File: config.mk
export PLATFORM = sky130hd
export DESIGN_NAME = awgn_channel
export DESIGN_NICKNAME = d
export VERILOG_FILES = /design/src/rtl/awgn_pkg.sv /design/src/rtl/awgn_sat_add.sv /design/src/rtl/awgn_channel.sv
export SDC_FILE = /design/constraint.sdc
export NUM_CORES = 1
export LEC_CHECK = 0
export CORE_MARGIN = 2
export CORE_UTILIZATION = 40
export DETAILED_ROUTE_END_ITERATION = 10
export PLACE_DENSITY_LB_ADDON = 0.1
export RECOVER_POWER = 25
export SYNTH_ARGS = -nofsm -noshare
export SYNTH_HDL_FRONTEND = slang
export SYNTH_SLANG_ARGS = --single-unit
export TNS_END_PERCENT = 20
File: constraint.sdc
create_clock -name clk -period 4.27 [get_ports clk]
set_clock_uncertainty 0.2 [all_clocks]
set_input_delay 0.427 -clock clk [delete_from_list [all_inputs] [get_ports clk]]
set_output_delay 0.427 -clock clk [all_outputs]
set_load 0.01 [all_outputs]
File: src/rtl/awgn_pkg.sv
// awgn_pkg: shared Q7 sample types and saturation bounds for the AWGN channel
package awgn_pkg;
    localparam int Q_FRAC = 7;
    localparam int WIDTH_DEF = 16;
    localparam logic signed [WIDTH_DEF-1:0] SAT_MAX = {1'b0, {(WIDTH_DEF-1){1'b1}}};
    localparam logic signed [WIDTH_DEF-1:0] SAT_MIN = {1'b1, {(WIDTH_DEF-1){1'b0}}};
    typedef logic signed [WIDTH_DEF-1:0] sample_t;
    typedef struct packed {
        sample_t i;
        sample_t q;
    } iq_t;
endpackage

File: src/rtl/awgn_sat_add.sv
// awgn_sat_add: one-bit-wider signed add clamped back to WIDTH, with clamp flag
module awgn_sat_add
    import awgn_pkg::*;
#(
    parameter int WIDTH = WIDTH_DEF
) (
    input  logic signed [WIDTH-1:0] a,
    input  logic signed [WIDTH-1:0] b,
    output logic signed [WIDTH-1:0] sum,
    output logic                    sat
);
    logic signed [WIDTH:0] s;
    assign s = {a[WIDTH-1], a} + {b[WIDTH-1], b};
    // Top two bits disagree exactly when the result left the WIDTH range
    assign sat = s[WIDTH] != s[WIDTH-1];
    assign sum = sat ? {s[WIDTH], {(WIDTH-1){~s[WIDTH]}}} : s[WIDTH-1:0];
endmodule

File: src/rtl/awgn_channel.sv
// awgn_channel: 2-stage I/Q + scaled noise saturating adder; sat_cnt built only with AWGN_SAT_CNT_EN
module awgn_channel
    import awgn_pkg::*;
#(
    parameter int WIDTH   = WIDTH_DEF,
    parameter int SHIFT_W = 3,
    parameter int CNT_W   = 16
) (
    input  logic                    clk,
    input  logic                    rst,
    input  logic                    s_valid,
    output logic                    s_ready,
    input  logic signed [WIDTH-1:0] s_i,
    input  logic signed [WIDTH-1:0] s_q,
    input  logic signed [WIDTH-1:0] noise_i,
    input  logic signed [WIDTH-1:0] noise_q,
    input  logic                    noise_en,
    input  logic [SHIFT_W-1:0]      noise_shift,
    output logic                    m_valid,
    input  logic                    m_ready,
    output logic signed [WIDTH-1:0] m_i,
    output logic signed [WIDTH-1:0] m_q,
    output logic [1:0]              m_sat,
    output logic [CNT_W-1:0]        sat_cnt,
    input  logic                    sat_clr
);
    logic v1, v2, adv1, adv2, sat_i, sat_q;
    logic signed [WIDTH-1:0] s1_i, s1_q, n1_i, n1_q, sh_i, sh_q, sum_i, sum_q;
    assign adv2    = !v2 || m_ready;
    assign adv1    = !v1 || adv2;
    assign s_ready = adv1;
    assign m_valid = v2;
    // Shift kept separate from the enable mux so the shift stays arithmetic
    assign sh_i = noise_i >>> noise_shift;
    assign sh_q = noise_q >>> noise_shift;
    awgn_sat_add #(.WIDTH(WIDTH)) u_add_i (.a(s1_i), .b(n1_i), .sum(sum_i), .sat(sat_i));
    awgn_sat_add #(.WIDTH(WIDTH)) u_add_q (.a(s1_q), .b(n1_q), .sum(sum_q), .sat(sat_q));
    always_ff @(posedge clk or posedge rst) begin
        if (rst) begin
            v1    <= 1'b0;
            v2    <= 1'b0;
            s1_i  <= '0;
            s1_q  <= '0;
            n1_i  <= '0;
            n1_q  <= '0;
            m_i   <= '0;
            m_q   <= '0;
            m_sat <= '0;
        end else begin
            if (adv1) begin
                v1 <= s_valid;
                if (s_valid) begin
                    s1_i <= s_i;
                    s1_q <= s_q;
                    n1_i <= noise_en ? sh_i : '0;
                    n1_q <= noise_en ? sh_q : '0;
                end
            end
            if (adv2) begin
                v2 <= v1;
                if (v1) begin
                    m_i   <= sum_i;
                    m_q   <= sum_q;
                    m_sat <= {sat_q, sat_i};
                end
            end
        end
    end
`ifdef AWGN_SAT_CNT_EN
    logic bump;
    assign bump = v2 && m_ready && |m_sat && sat_cnt != {CNT_W{1'b1}};
    always_ff @(posedge clk or posedge rst) begin
        if (rst) sat_cnt <= '0;
        else if (sat_clr) sat_cnt <= '0;
        else if (bump) sat_cnt <= sat_cnt + 1'b1;
    end
`else
    assign sat_cnt = {CNT_W{sat_clr & 1'b0}};
`endif
endmodule

==> flow_summary_export.csv <==
group,metric,value,unit
placement,port_buffers,107,
logic_synthesis,seq_area_frac_synth,0.389,
detailed_routing,drt_iter0_drc,322,
finish,multi_input_comb_area,3660,µm²
setup_path,cp_max_fo,42,
timing,whs,281,ps
detailed_routing,routed-via-count,5386,
detailed_routing,via_per_inst,5.10,
global_route,track_usage,0.193,
placement,gp_congestion,0.847,
finish,drive_above_1_share,0.0642,
finish,area_growth,23.0,%
timing,fmax,0.320,GHz
timing,relSlewSlack,-0.241,
timing,rsz0062_at_grt,"no",
floorplan,start_util,0.407,
cts,cts-root-buf,"clkbuf_16",
finish,antenna_cells,0,
cts,cts.sinks,100,
cts,cts_inserted_buffers,9,
logic_synthesis,yosys.area.top_type,"dfrtp_1",
cts,post_cts_buffers,0,
floorplan,core_area,15800,µm²
cts,h-tree-depth,3,
logic_synthesis,synth.top_cell.area_share,0.389,
logic_synthesis,avgSynthCellArea,8.56,µm²
floorplan,num_rows,46,
logic_synthesis,synth_compound_gate_area_share,0.198,
timing,worst_slew_pin_slew,1850,ps
logic_synthesis,yosysMostFrequentCell,"nand2_1",
timing,hold_violations,0,
cts,clock_path_buffers,2,
setup_path,cp-start-kind,"primary input",
timing,setup_viol,0,
global_route,grt_pass1_vias,5151,
setup_path,critPathCaptureType,"asynchronous set/reset pin",
detailed_routing,drt_first_pass_iters,4,
logic_synthesis,synth_xor_area_frac,0.0365,
setup_path,crit_required,4300,ps
cts,clkTransAtPathRegs,70,ps
logic_synthesis,synth.area.top_cells,"dfrtp_1 39%, nand2_1 11%, ha_1 6.2%, o21ai_0 5.1%, mux2i_1 4.8%",
logic_synthesis,synthArstFlopShare,1.00,
detailed_routing,drc,0,
power,power_per_cell_area,472,nW/µm²
cts,cts.repair.resized,0,
cts,hold_buffers,0,
logic_synthesis,synth_cells,752,
logic_synthesis,synth_edf_count,0,
timing,period_share,0.732,
floorplan,dieWidth,131,µm
timing,fin_crit,3120,ps
global_route,antenna_found_initial,0,
hold_path,worstHoldPathType,"reg2reg",
cts,cts_tree,"done",
logic_synthesis,yosys.area_share.simple,0.180,
status,violations,"capacitance limit, slew limit",
setup_path,crit_arrival,3160,ps
detailed_routing,wl_per_cell,14.9,µm
power,leakage,3.62,nW
finish,fill_cells,1561,
detailed_routing,wirelength,15700,µm
floorplan,die_y,131,µm
timing,drv_slew,43,
logic_synthesis,ys.flop_type,"dfrtp_1",
logic_synthesis,synth_top_family_by_area,"compound AO/OA/AOI/OAI gates",
floorplan,dieArea,17100,µm²
status,status,"finished, violations left",
logic_synthesis,synthTopCellsByCount,"194 x nand2_1, 100 x dfrtp_1, 65 x o21ai_0, 56 x a21oi_1, 36 x nor2_1",
timing,tns,0,ps
run,cap_violations,1,
global_route,grt_max_degree,65,
logic_synthesis,yosys_warnings,0,
finish,regArea,2500,µm²
finish,layout.nets,943,
logic_synthesis,mappedNetlistArea,6440,µm²
cts,clk_latency,350,ps
detailed_routing,postRouteAntennaNets,0,
power,vdd.ir_drop.worst,0.223,mV
logic_synthesis,ys_ff_latch,100,
placement,hpwl,12300,µm
global_route,grt_pass1_wl,26100,µm
setup_path,path_class,"in2async",
global_route,overflow,0,
floorplan,io-pin-count,125,
logic_synthesis,synthMuxAreaShare,0.0762,
logic_synthesis,synth_fa_ha_area_frac,0.0684,
logic_synthesis,ys_types,58,
per-stage QoR:
stage               instance area [µm²]  instances   util  setup WS [ps]  total power [mW]
global route                       7920       1057  0.500            519              4.00
CTS                                7930       1057  0.501           1140              3.78
global placement                   7590       1041  0.480           1200              2.82
finish                             7920       1057  0.500           1150              3.74
floorplan                          6500        767      -           1020              2.26
detailed placement                 7590       1041  0.480           1140              2.86
report_power, final:
part	total (mW)	internal [mW]	switching, mW
registers	1.31	1.18	0.136
clock network	0.912	0.536	0.376
logic	1.51	0.714	0.801
total	3.74	2.43	1.31
cells in the final DEF, fill, tap and decap left out, drive strengths merged, types with 2 or more instances in the layout:
master,n
dlygate4sd3,2
nand2b,8
a211oi,12
clkinvlp,3
nand3,10
o21bai,3
mux4,4
and4,2
nor3,6
nor2,37
fa,2
mux2,8
a22o,13
ha,32
xor2,11
and2,11
nand4,5
a31oi,2
o31ai,6
conb,16
nand2,194
o211ai,9
a21o,8
dfrtp,100
clkdlybuf4s50,104
xnor2,15
a21oi,57
or2,2
bufinv,2
buf,6
inv,12
o21a,6
clkbuf,11
mux2i,31
o21ai,78
critical path, stage by stage:
cell and delay, ps:
dlygate4sd3_1 540, clkinvlp_2 1070, clkbuf_1 1090
worst paths after layout:
check	slack, ps	start	to	depth (start not counted)
max	1150	rst	n1_i[7]$_DFFE_PP0P_	3
min	280	m_i[10]$_DFFE_PP0P_	m_i[10]$_DFFE_PP0P_	2
max reg2reg	1170	s1_q[1]$_DFFE_PP0P_	m_q[1]$_DFFE_PP0P_	8
min reg2reg	280	m_i[10]$_DFFE_PP0P_	m_i[10]$_DFFE_PP0P_	2
max in group clk	1170	s1_q[1]$_DFFE_PP0P_	m_q[1]$_DFFE_PP0P_	8
min in group asynchronous	790	rst	m_i[0]$_DFFE_PP0P_	2
cells by family (layout without fill, tap and decap cells):
kind of cell,count (synthesis),count (layout)
buf+inv,66,140
simple gates,279,279
other cells,1,16
flops,100,100
xor+xnor,26,26
mux,43,43
compound gates,203,203
fa+ha+maj,34,34
state kept, by name, summed over array words and instances (netlist names):
| register | flops |
|---|---|
| m_i | 16 |
| m_q | 16 |
| m_sat | 2 |
| m_valid | 1 |
| n1_i | 16 |
| n1_q | 16 |
| s1_i | 16 |
| s1_q | 16 |
| v1 | 1 |
layer usage:
| metal | up-vias | global-route usage | routed length (µm) |
|---|---|---|---|
| li1 | 2755 | - | - |
| met1 | 2487 | 0.293 | 8410 |
| met2 | 127 | 0.288 | 6460 |
| met3 | 17 | 0.0248 | 606 |
| met4 | 0 | 0.0557 | 226 |
| met5 | - | 0 | 0 |
cell type report:
cell class                 instances  share of cell area
clock buffer                      10              0.0302
clock inverter                     6              0.0120
multi-input combinational        601               0.463
tap                              216              0.0341
timing repair buffer             113               0.140
sequential                       100               0.316
inverter                          11             0.00537
Power figures use the tool's default switching activity.
